--- src/rtl/pc_gen_pkg.sv ---
// pc_gen_pkg: shared types and encodings for the PC generator
package pc_gen_pkg;
  typedef enum logic [1:0] {BOOT, RUN, HALTED} state_t;
  localparam logic [1:0] PCSRC_SEQ  = 2'b00;
  localparam logic [1:0] PCSRC_TGT  = 2'b01;
  localparam logic [1:0] PCSRC_TRAP = 2'b10;
  localparam logic [1:0] PCSRC_RET  = 2'b11;
endpackage

--- src/rtl/pc_gen_unit_incrementer.sv ---
// pc_incrementer: sequential PC adder, pc_plus = pc + (half ? 2 : 4), modulo 2^XLEN
//   in  pc [XLEN], half (16-bit instruction); out pc_plus [XLEN]
module pc_incrementer #(
  parameter int XLEN = 32
) (
  input  logic [XLEN-1:0] pc,
  input  logic            half,
  output logic [XLEN-1:0] pc_plus
);
  assign pc_plus = pc + (half ? XLEN'(2) : XLEN'(4));
endmodule

--- src/rtl/pc_gen_unit.sv ---
// pc_gen_unit: architectural PC register with next-PC select, stall, halt/resume and misaligned-redirect trap
//   in  clk, rst (async, active-high), stall, pc_src[2], target[XLEN], epc[XLEN], is_compressed, halt_req, resume
//   out pc[XLEN], pc_plus[XLEN] (comb), pc_valid, misalign (1-cycle pulse), bad_addr[XLEN]
//   RVC_EN: when defined, 16-bit instructions supported (increment 2/4, alignment on bit 0 only)
module pc_gen_unit
  import pc_gen_pkg::*;
#(
  parameter int              XLEN      = 32,
  parameter logic [XLEN-1:0] RESET_VEC = 32'h0000_0000,
  parameter logic [XLEN-1:0] TRAP_VEC  = 32'h0000_0100
) (
  input  logic            clk,
  input  logic            rst,
  input  logic            stall,
  input  logic [1:0]      pc_src,
  input  logic [XLEN-1:0] target,
  input  logic [XLEN-1:0] epc,
  input  logic            is_compressed,
  input  logic            halt_req,
  input  logic            resume,
  output logic [XLEN-1:0] pc,
  output logic [XLEN-1:0] pc_plus,
  output logic            pc_valid,
  output logic            misalign,
  output logic [XLEN-1:0] bad_addr
);
  state_t          state, state_n;
  logic            half, bad, go;
  logic [XLEN-1:0] sel;
`ifdef RVC_EN
  assign half = is_compressed;
  assign bad  = (pc_src == PCSRC_TGT || pc_src == PCSRC_RET) && sel[0];
`else
  logic unused_compressed;
  assign unused_compressed = is_compressed;
  assign half = 1'b0;
  assign bad  = (pc_src == PCSRC_TGT || pc_src == PCSRC_RET) && (sel[1:0] != 2'b00);
`endif
  pc_incrementer #(.XLEN(XLEN)) u_inc (
    .pc     (pc),
    .half   (half),
    .pc_plus(pc_plus)
  );
  always_ff @(posedge clk or posedge rst)
    if (rst) state <= BOOT;
    else     state <= state_n;
  always_comb begin
    state_n = state;
    case (state)
      BOOT:    state_n = RUN;
      RUN:     state_n = halt_req ? HALTED : RUN;
      HALTED:  state_n = resume ? RUN : HALTED;
      default: state_n = BOOT;
    endcase
  end
  // a PC update happens only in RUN with no halt request and no stall
  always_comb begin
    sel = pc_src == PCSRC_SEQ  ? pc_plus :
          pc_src == PCSRC_TGT  ? target  :
          pc_src == PCSRC_TRAP ? TRAP_VEC : epc;
    go  = state == RUN && !halt_req && !stall;
  end
  always_ff @(posedge clk or posedge rst)
    if (rst) begin
      pc       <= RESET_VEC;
      pc_valid <= 1'b0;
      misalign <= 1'b0;
      bad_addr <= '0;
    end else begin
      pc       <= go ? (bad ? TRAP_VEC : sel) : pc;
      pc_valid <= state_n == RUN;
      misalign <= go && bad;
      bad_addr <= (go && bad) ? sel : bad_addr;
    end
endmodule
--- config.mk ---
export PLATFORM = sky130hd
export DESIGN_NAME = pc_gen_unit
export DESIGN_NICKNAME = d
export VERILOG_FILES = /design/src/rtl/pc_gen_pkg.sv /design/src/rtl/pc_gen_unit_incrementer.sv /design/src/rtl/pc_gen_unit.sv
export SDC_FILE = /design/constraint.sdc
export NUM_CORES = 1
export LEC_CHECK = 0
export CORE_MARGIN = 5
export CORE_UTILIZATION = 43
export CTS_BUF_LIST = sky130_fd_sc_hd__clkbuf_4 sky130_fd_sc_hd__clkbuf_8
export CTS_CLUSTER_DIAMETER = 30
export DETAILED_ROUTE_END_ITERATION = 16
export GPL_TIMING_DRIVEN = 0
export PLACE_DENSITY = 0.79
export RECOVER_POWER = 50
export REMOVE_ABC_BUFFERS = 1
export SYNTH_ARGS = -nofsm -noshare
export SYNTH_HDL_FRONTEND = slang
export SYNTH_SLANG_ARGS = --single-unit
--- constraint.sdc ---
create_clock -name clk -period 2.45 [get_ports clk]
set_input_delay 0.49 -clock clk [delete_from_list [all_inputs] [get_ports clk]]
set_output_delay 0.49 -clock clk [all_outputs]
set_load 0.02 [all_outputs]
## Yosys cells after proc, flatten, opt, wreduce, memory -nomap -nowiden

Index checks and enable logic that the tools add are counted.
W data, S select, Z words.

- Equal/unequal tests: 6
- Muxes and demuxes: 7
- Add/sub/neg operators: 1
- Reduce and logical (&&, ||, !) cells: 10

Operators with widths:

| cell | count |
|---|---|
| $mux W32 | 4 |
| $add A32 B3 Y32 const B | 1 |
| $eq A2 B1 Y1 const B | 3 |
| $eq A2 B2 Y1 const B | 3 |
| $pmux W2 S3 | 1 |
| $logic_and A1 B1 Y1 | 4 |
| $logic_not A2 Y1 | 2 |
| $mux W2 | 2 |
| $logic_not A1 Y1 | 2 |
| $reduce_bool A2 Y1 | 1 |
| $logic_or A1 B1 Y1 | 1 |

- Flip-flop bits (word level): 68
- Output and inout bits: 98
- Logic and storage cells: 29
- Input port bits: 72

## Depth between registers and ports, before layout

- Word-level depth: 7
- Mapped depth: 9
- Gate-level depth less buffers: 6

## Cells and area by module

Synthesis repeated with hierarchy kept, for this count alone.

- Cell total of the unflattened synthesis: 333
- Area, all modules: 3,893.7 sq um

Modules (own cells, without submodules):

| module | cells an instance | times used | area each (sq um) | sequential area each (sq um) |
|---|---|---|---|---|
| pc_gen_unit | 242 | 1 | 3,215.6 | 1,701.6 |
| pc_incrementer | 91 | 1 | 678.2 | 0.0 |

## Worst setup path before layout

No wires, ideal clock.

- Kind: reg2out
- Start: register pc[3]
- End: output pc_plus[24]
- Buffers on the path: 0
- Required time: 1.960 ns
- Stages on the path, launching flop included: 6
- Data arrival time: 1.932 ns
- Setup slack: 0.028 ns
- Cell sequence: dfrtp_1 -> ha_1 -> nand4_4 -> nor3_1 -> nand3_1 -> xnor2_1

- Word-level cells in the longest chain between the ends: 1

Ends and longest elaborated chain:

| what | line | text |
|---|---|---|
| from (decl) | pc_gen_unit.sv:21 | `output logic [XLEN-1:0] pc,` |
| from (signal assigned) | pc_gen_unit.sv:70 | `pc <= go ? (bad ? TRAP_VEC : sel) : pc;` |
| $add A32 B3 Y32 | pc_gen_unit_incrementer.sv:10 | `assign pc_plus = pc + (half ? XLEN'(2) : XLEN'(4));` |
| to (decl) | pc_gen_unit.sv:22 | `output logic [XLEN-1:0] pc_plus,` |

No other way between the ends.

## Worst setup path after layout

- Start: register pc[14]
- End: output pc_plus[29]

The elaborated chain is that of the path after synthesis.

==> metrics.txt <==
# TYPE chip_impl_metric gauge
chip_impl_info{name="hold_crit_class",value="flop to flop"} 1
chip_impl_metric{name="worst_ep_required_time",unit="ns"} 1.96
chip_impl_metric{name="setup_viol",unit=""} 14
chip_impl_metric{name="synth.mux.area_fraction",unit=""} 0.06810
chip_impl_metric{name="synth-xor-area-share",unit=""} 0.04945
chip_impl_metric{name="multi_input_comb_area",unit="um2"} 2738
chip_impl_metric{name="fillers",unit=""} 797
chip_impl_info{name="most-common-layout-cells",value="sky130_fd_sc_hd__clkdlybuf4s50_1 (106), sky130_fd_sc_hd__nand2_1 (76), sky130_fd_sc_hd__buf_4 (73)"} 1
chip_impl_metric{name="drc",unit=""} 0
chip_impl_metric{name="netlist_area",unit="um2"} 4428
chip_impl_metric{name="cts_htree_levels",unit=""} 3
chip_impl_info{name="critical_path.endpoint_type",value="output pin"} 1
chip_impl_metric{name="utilization",unit=""} 0.6973
chip_impl_metric{name="post-route-period-util",unit=""} 1.053
chip_impl_metric{name="global_route_wire_length_before_repair",unit="mm"} 25.63
chip_impl_metric{name="yosys_warnings",unit=""} 0
chip_impl_metric{name="p_leak",unit="nW"} 3.123
chip_impl_metric{name="maxClockFrequency",unit="MHz"} 387.6
chip_impl_metric{name="finalWirelength",unit="mm"} 16.79
chip_impl_metric{name="floorplan.die.width",unit="um"} 111.5
chip_impl_info{name="most_common_cell_after_layout_fill_and_taps_aside",value="sky130_fd_sc_hd__clkdlybuf4s50_1"} 1
chip_impl_metric{name="design.core.area",unit="um2"} 10180
chip_impl_metric{name="synth_simple_gate_area_share",unit=""} 0.2357
chip_impl_metric{name="final.setup_skew",unit="ns"} 0.009553
chip_impl_metric{name="die_height",unit="um"} 111.5
chip_impl_metric{name="critical_path_arrival",unit="ns"} 2.09
chip_impl_info{name="failed_checks",value="max-capacitance violations, negative setup slack"} 1
chip_impl_info{name="result_of_the_run",value="finished with violations"} 1
chip_impl_info{name="timing.critical_path.from_type",value="flop"} 1
chip_impl_metric{name="nNetsFinal",unit=""} 769
chip_impl_metric{name="critical_path.max_fanout",unit=""} 4
chip_impl_metric{name="synth.yosys.seq_area_share",unit=""} 0.3843
chip_impl_metric{name="finalInstanceArea",unit="um2"} 7102
chip_impl_metric{name="least_margin_pin_slew",unit="ns"} 1.483
chip_impl_metric{name="fin_hold_ws",unit="ns"} 0.4765
chip_impl_metric{name="finalCriticalPeriod",unit="ns"} 2.580
chip_impl_metric{name="cts.sinks",unit=""} 68
chip_impl_metric{name="synth_async_sr_flop_share",unit=""} 1.000
chip_impl_metric{name="routabilityCongestion",unit=""} 0.8731
chip_impl_metric{name="netlist-cell-type-count",unit=""} 68
chip_impl_info{name="grt_setup_unrepaired",value="true"} 1
chip_impl_metric{name="area_delta_synth_final",unit="%"} 60.38
chip_impl_metric{name="synth-compound-area-share",unit=""} 0.1947
chip_impl_info{name="synth_ff_type",value="sky130_fd_sc_hd__dfrtp_1"} 1
chip_impl_info{name="tritoncts",value="done"} 1
chip_impl_metric{name="antenna_cells_inserted",unit=""} 0
chip_impl_metric{name="dr.pass1.iters",unit=""} 5
chip_impl_metric{name="routed_wire_length_per_instance",unit="um"} 20.08
chip_impl_metric{name="start_util",unit=""} 0.4348
chip_impl_metric{name="clock_path_buffers",unit=""} 2
chip_impl_info{name="clk_root_buffer_cell",value="sky130_fd_sc_hd__clkbuf_8"} 1
chip_impl_metric{name="postRouteAntennaNets",unit=""} 0
chip_impl_metric{name="cts_made_buffers",unit=""} 9
chip_impl_metric{name="rows",unit=""} 37
chip_impl_metric{name="final-seq-area",unit="um2"} 1725
chip_impl_info{name="crit_type",value="flop to output pin"} 1
chip_impl_metric{name="grt_antenna_before_repair",unit=""} 0
chip_impl_metric{name="total_negative_setup_slacks",unit="ns"} -0.6715
chip_impl_metric{name="synth_seq_cells",unit=""} 68
chip_impl_metric{name="grt_max_degree",unit=""} 69
chip_impl_metric{name="hold_viol_final",unit=""} 0
chip_impl_metric{name="post_route_cells_drive_above_1_share",unit=""} 0.3171
chip_impl_metric{name="worst_ir_drop_vdd",unit="V"} 0.0005870
chip_impl_info{name="synth_top_family_by_area",value="simple AND/OR/NAND/NOR gates"} 1
chip_impl_metric{name="grt_pass1_vias",unit=""} 4807
chip_impl_metric{name="cap_viol_max_count",unit=""} 1
chip_impl_metric{name="detailedPlacementHpwl",unit="mm"} 10.50
chip_impl_metric{name="place_area",unit="um2"} 6106
chip_impl_metric{name="detailroute.via_count",unit=""} 4722
chip_impl_metric{name="drt-initial-drc-count",unit=""} 261
chip_impl_metric{name="clock_pin_slew_worst_setup_and_hold_paths",unit="ns"} 0.08
chip_impl_metric{name="synth-adder-area-share",unit=""} 0.002826
chip_impl_metric{name="pre_cts_ws",unit="ns"} -1.070
chip_impl_metric{name="count_of_port_buffers_added_during_placement",unit=""} 168
chip_impl_metric{name="die_area",unit="um2"} 12430
chip_impl_metric{name="power-per-cell-area",unit="nW/um2"} 1034
chip_impl_metric{name="grt_use_total",unit=""} 0.2556
chip_impl_metric{name="syn-instance-count",unit=""} 477
chip_impl_metric{name="io_pins",unit=""} 170
chip_impl_metric{name="clock_insertion_delay_at_the_later_pin_of_the_skew_report",unit="ns"} 0.35
chip_impl_metric{name="grt_overflow",unit=""} 0
chip_impl_metric{name="routed_via_density",unit=""} 5.648
chip_impl_metric{name="number_of_enable_type_register_cells_in_the_synthesized_netlist",unit=""} 0
chip_impl_metric{name="timing_max_transition_violations_final",unit=""} 0
chip_impl_metric{name="postSynthAreaPerCell",unit="um2"} 9.283
chip_impl_metric{name="max-slew-margin-rel",unit=""} 0.01136
chip_impl_metric{name="layout_setup_ws",unit="ns"} -0.1302
==> area by class of cell <==
cell class / instances / area share
clock buffer: 12 / 0.02061
clock inverter: 3 / 0.002114
inverter: 12 / 0.007928
timing repair buffer: 240 / 0.3169
tap: 136 / 0.02396
multi-input combinational: 365 / 0.3855
sequential: 68 / 0.2430
==> registers in the layout, indices dropped and copies added, names as in the netlist <==
register / cells
misalign: 1
pc_valid: 1
bad_addr: 32
pc: 32
state: 2
==> worst paths after layout <==
| check | startpoint | to | slack, ns | cells after the start |
|---|---|---|---|---|
| worst max register to register | pc[3]$_DFFE_PP0P_ | pc[27]$_DFFE_PP0P_ | -0.02 | 13 |
| max in group asynchronous | rst | pc[7]$_DFFE_PP0P_ | 0.39 | 2 |
| worst max-delay path | pc[14]$_DFFE_PP0P_ | pc_plus[29] | -0.13 | 7 |
| worst min register to register | bad_addr[1]$_DFFE_PP0P_ | bad_addr[1]$_DFFE_PP0P_ | 0.48 | 2 |
| min in group asynchronous | rst | pc[28]$_DFFE_PP0P_ | 1.04 | 2 |
| worst min-delay path | bad_addr[1]$_DFFE_PP0P_ | bad_addr[1]$_DFFE_PP0P_ | 0.48 | 2 |
==> cells by family (layout without fill, tap and decap cells) <==
family | after synthesis | in the layout
adders and majority gates | 1 | 1
muxes | 27 | 27
xor gates and xnor gates | 25 | 25
AOI/OAI and AO/OA | 121 | 122
and+or+nand+nor | 188 | 190
buffers and inverters | 47 | 267
DFF | 68 | 68
==> timing repair <==
| action | 4_1_cts | 5_1_grt |
|---|---|---|
| pin swaps | 20 | 19 |
| setup buffers | 43 | 28 |
| gates cloned | 3 | 0 |
| hold buffers | 0 | 0 |
| gates resized for setup | 154 | 47 |
| endpoints found under the setup margin | 80 | 28 |
==> metrics by stage <==
| stage | power [W] | cells |
|---|---|---|
| 3_5_place_dp | 0.006063 | 749 |
| 4_1_cts | 0.007114 | 810 |
| 2_1_floorplan | 0.004100 | 442 |
| 6_report | 0.007341 | 836 |
| 3_3_place_gp | 0.005963 | 746 |
| 5_1_grt | 0.007727 | 836 |
==> routing by layer <==
metal / vias to the layer above / global-route usage / part of all wire
met5: - / 0 / 0
met4: 0 / 0.09570 / 0.026
met3: 49 / 0.07772 / 0.088
met2: 260 / 0.4258 / 0.49
met1: 2258 / 0.3124 / 0.39
li1: 2155 / - / -
==> where the power goes <==
part / switching (W) / total [W] / internal (W) / leakage [nW]
Clock: 0.000448 / 0.000840 / 0.000392 / 0.0902
Sequential: 0.000643 / 0.00227 / 0.00163 / 0.847
Combinational: 0.00221 / 0.00423 / 0.00202 / 2.19
Total: 0.00330 / 0.00734 / 0.00404 / 3.12
==> synth_stat cells (all sizes together), types with 2 or more instances <==
master / n / area, um2
o22a: 2 / 17.52
nand2: 81 / 304.0
xnor2: 16 / 140.1
xor2: 9 / 78.83
a22o: 5 / 43.79
o21ai: 42 / 262.8
o22ai: 4 / 31.28
a31oi: 2 / 12.51
and2: 6 / 40.04
nor4: 6 / 88.83
mux2i: 11 / 110.1
a211oi: 3 / 32.53
nand3: 20 / 117.6
and3: 5 / 31.28
nor3b: 2 / 15.01
nor3: 12 / 81.33
or2: 4 / 25.03
o2bb2ai: 4 / 53.81
a21oi: 23 / 118.9
o211ai: 7 / 52.55
o221ai: 2 / 17.52
nand2b: 5 / 31.28
nor2: 27 / 117.6
o31ai: 11 / 87.58
clkbuf: 9 / 35.03
o21a: 2 / 15.01
a31o: 2 / 17.52
a21boi: 4 / 30.03
buf: 26 / 200.2
nand4: 10 / 92.59
o31a: 5 / 43.79
dfrtp: 68 / 1702
mux2: 16 / 191.4
and4: 5 / 43.79
inv: 12 / 52.55
==> worst max-delay path: stages (launching register included) <==
cell	delay, ns
sky130_fd_sc_hd__dfrtp_1	0.41
sky130_fd_sc_hd__clkinvlp_4	0.15
sky130_fd_sc_hd__nor4_4	0.31
sky130_fd_sc_hd__buf_4	0.20
sky130_fd_sc_hd__buf_6	0.11
sky130_fd_sc_hd__nand4_1	0.18
sky130_fd_sc_hd__xnor2_1	0.21
sky130_fd_sc_hd__buf_4	0.16
No activity file was read; power rests on OpenSTA's default activity.
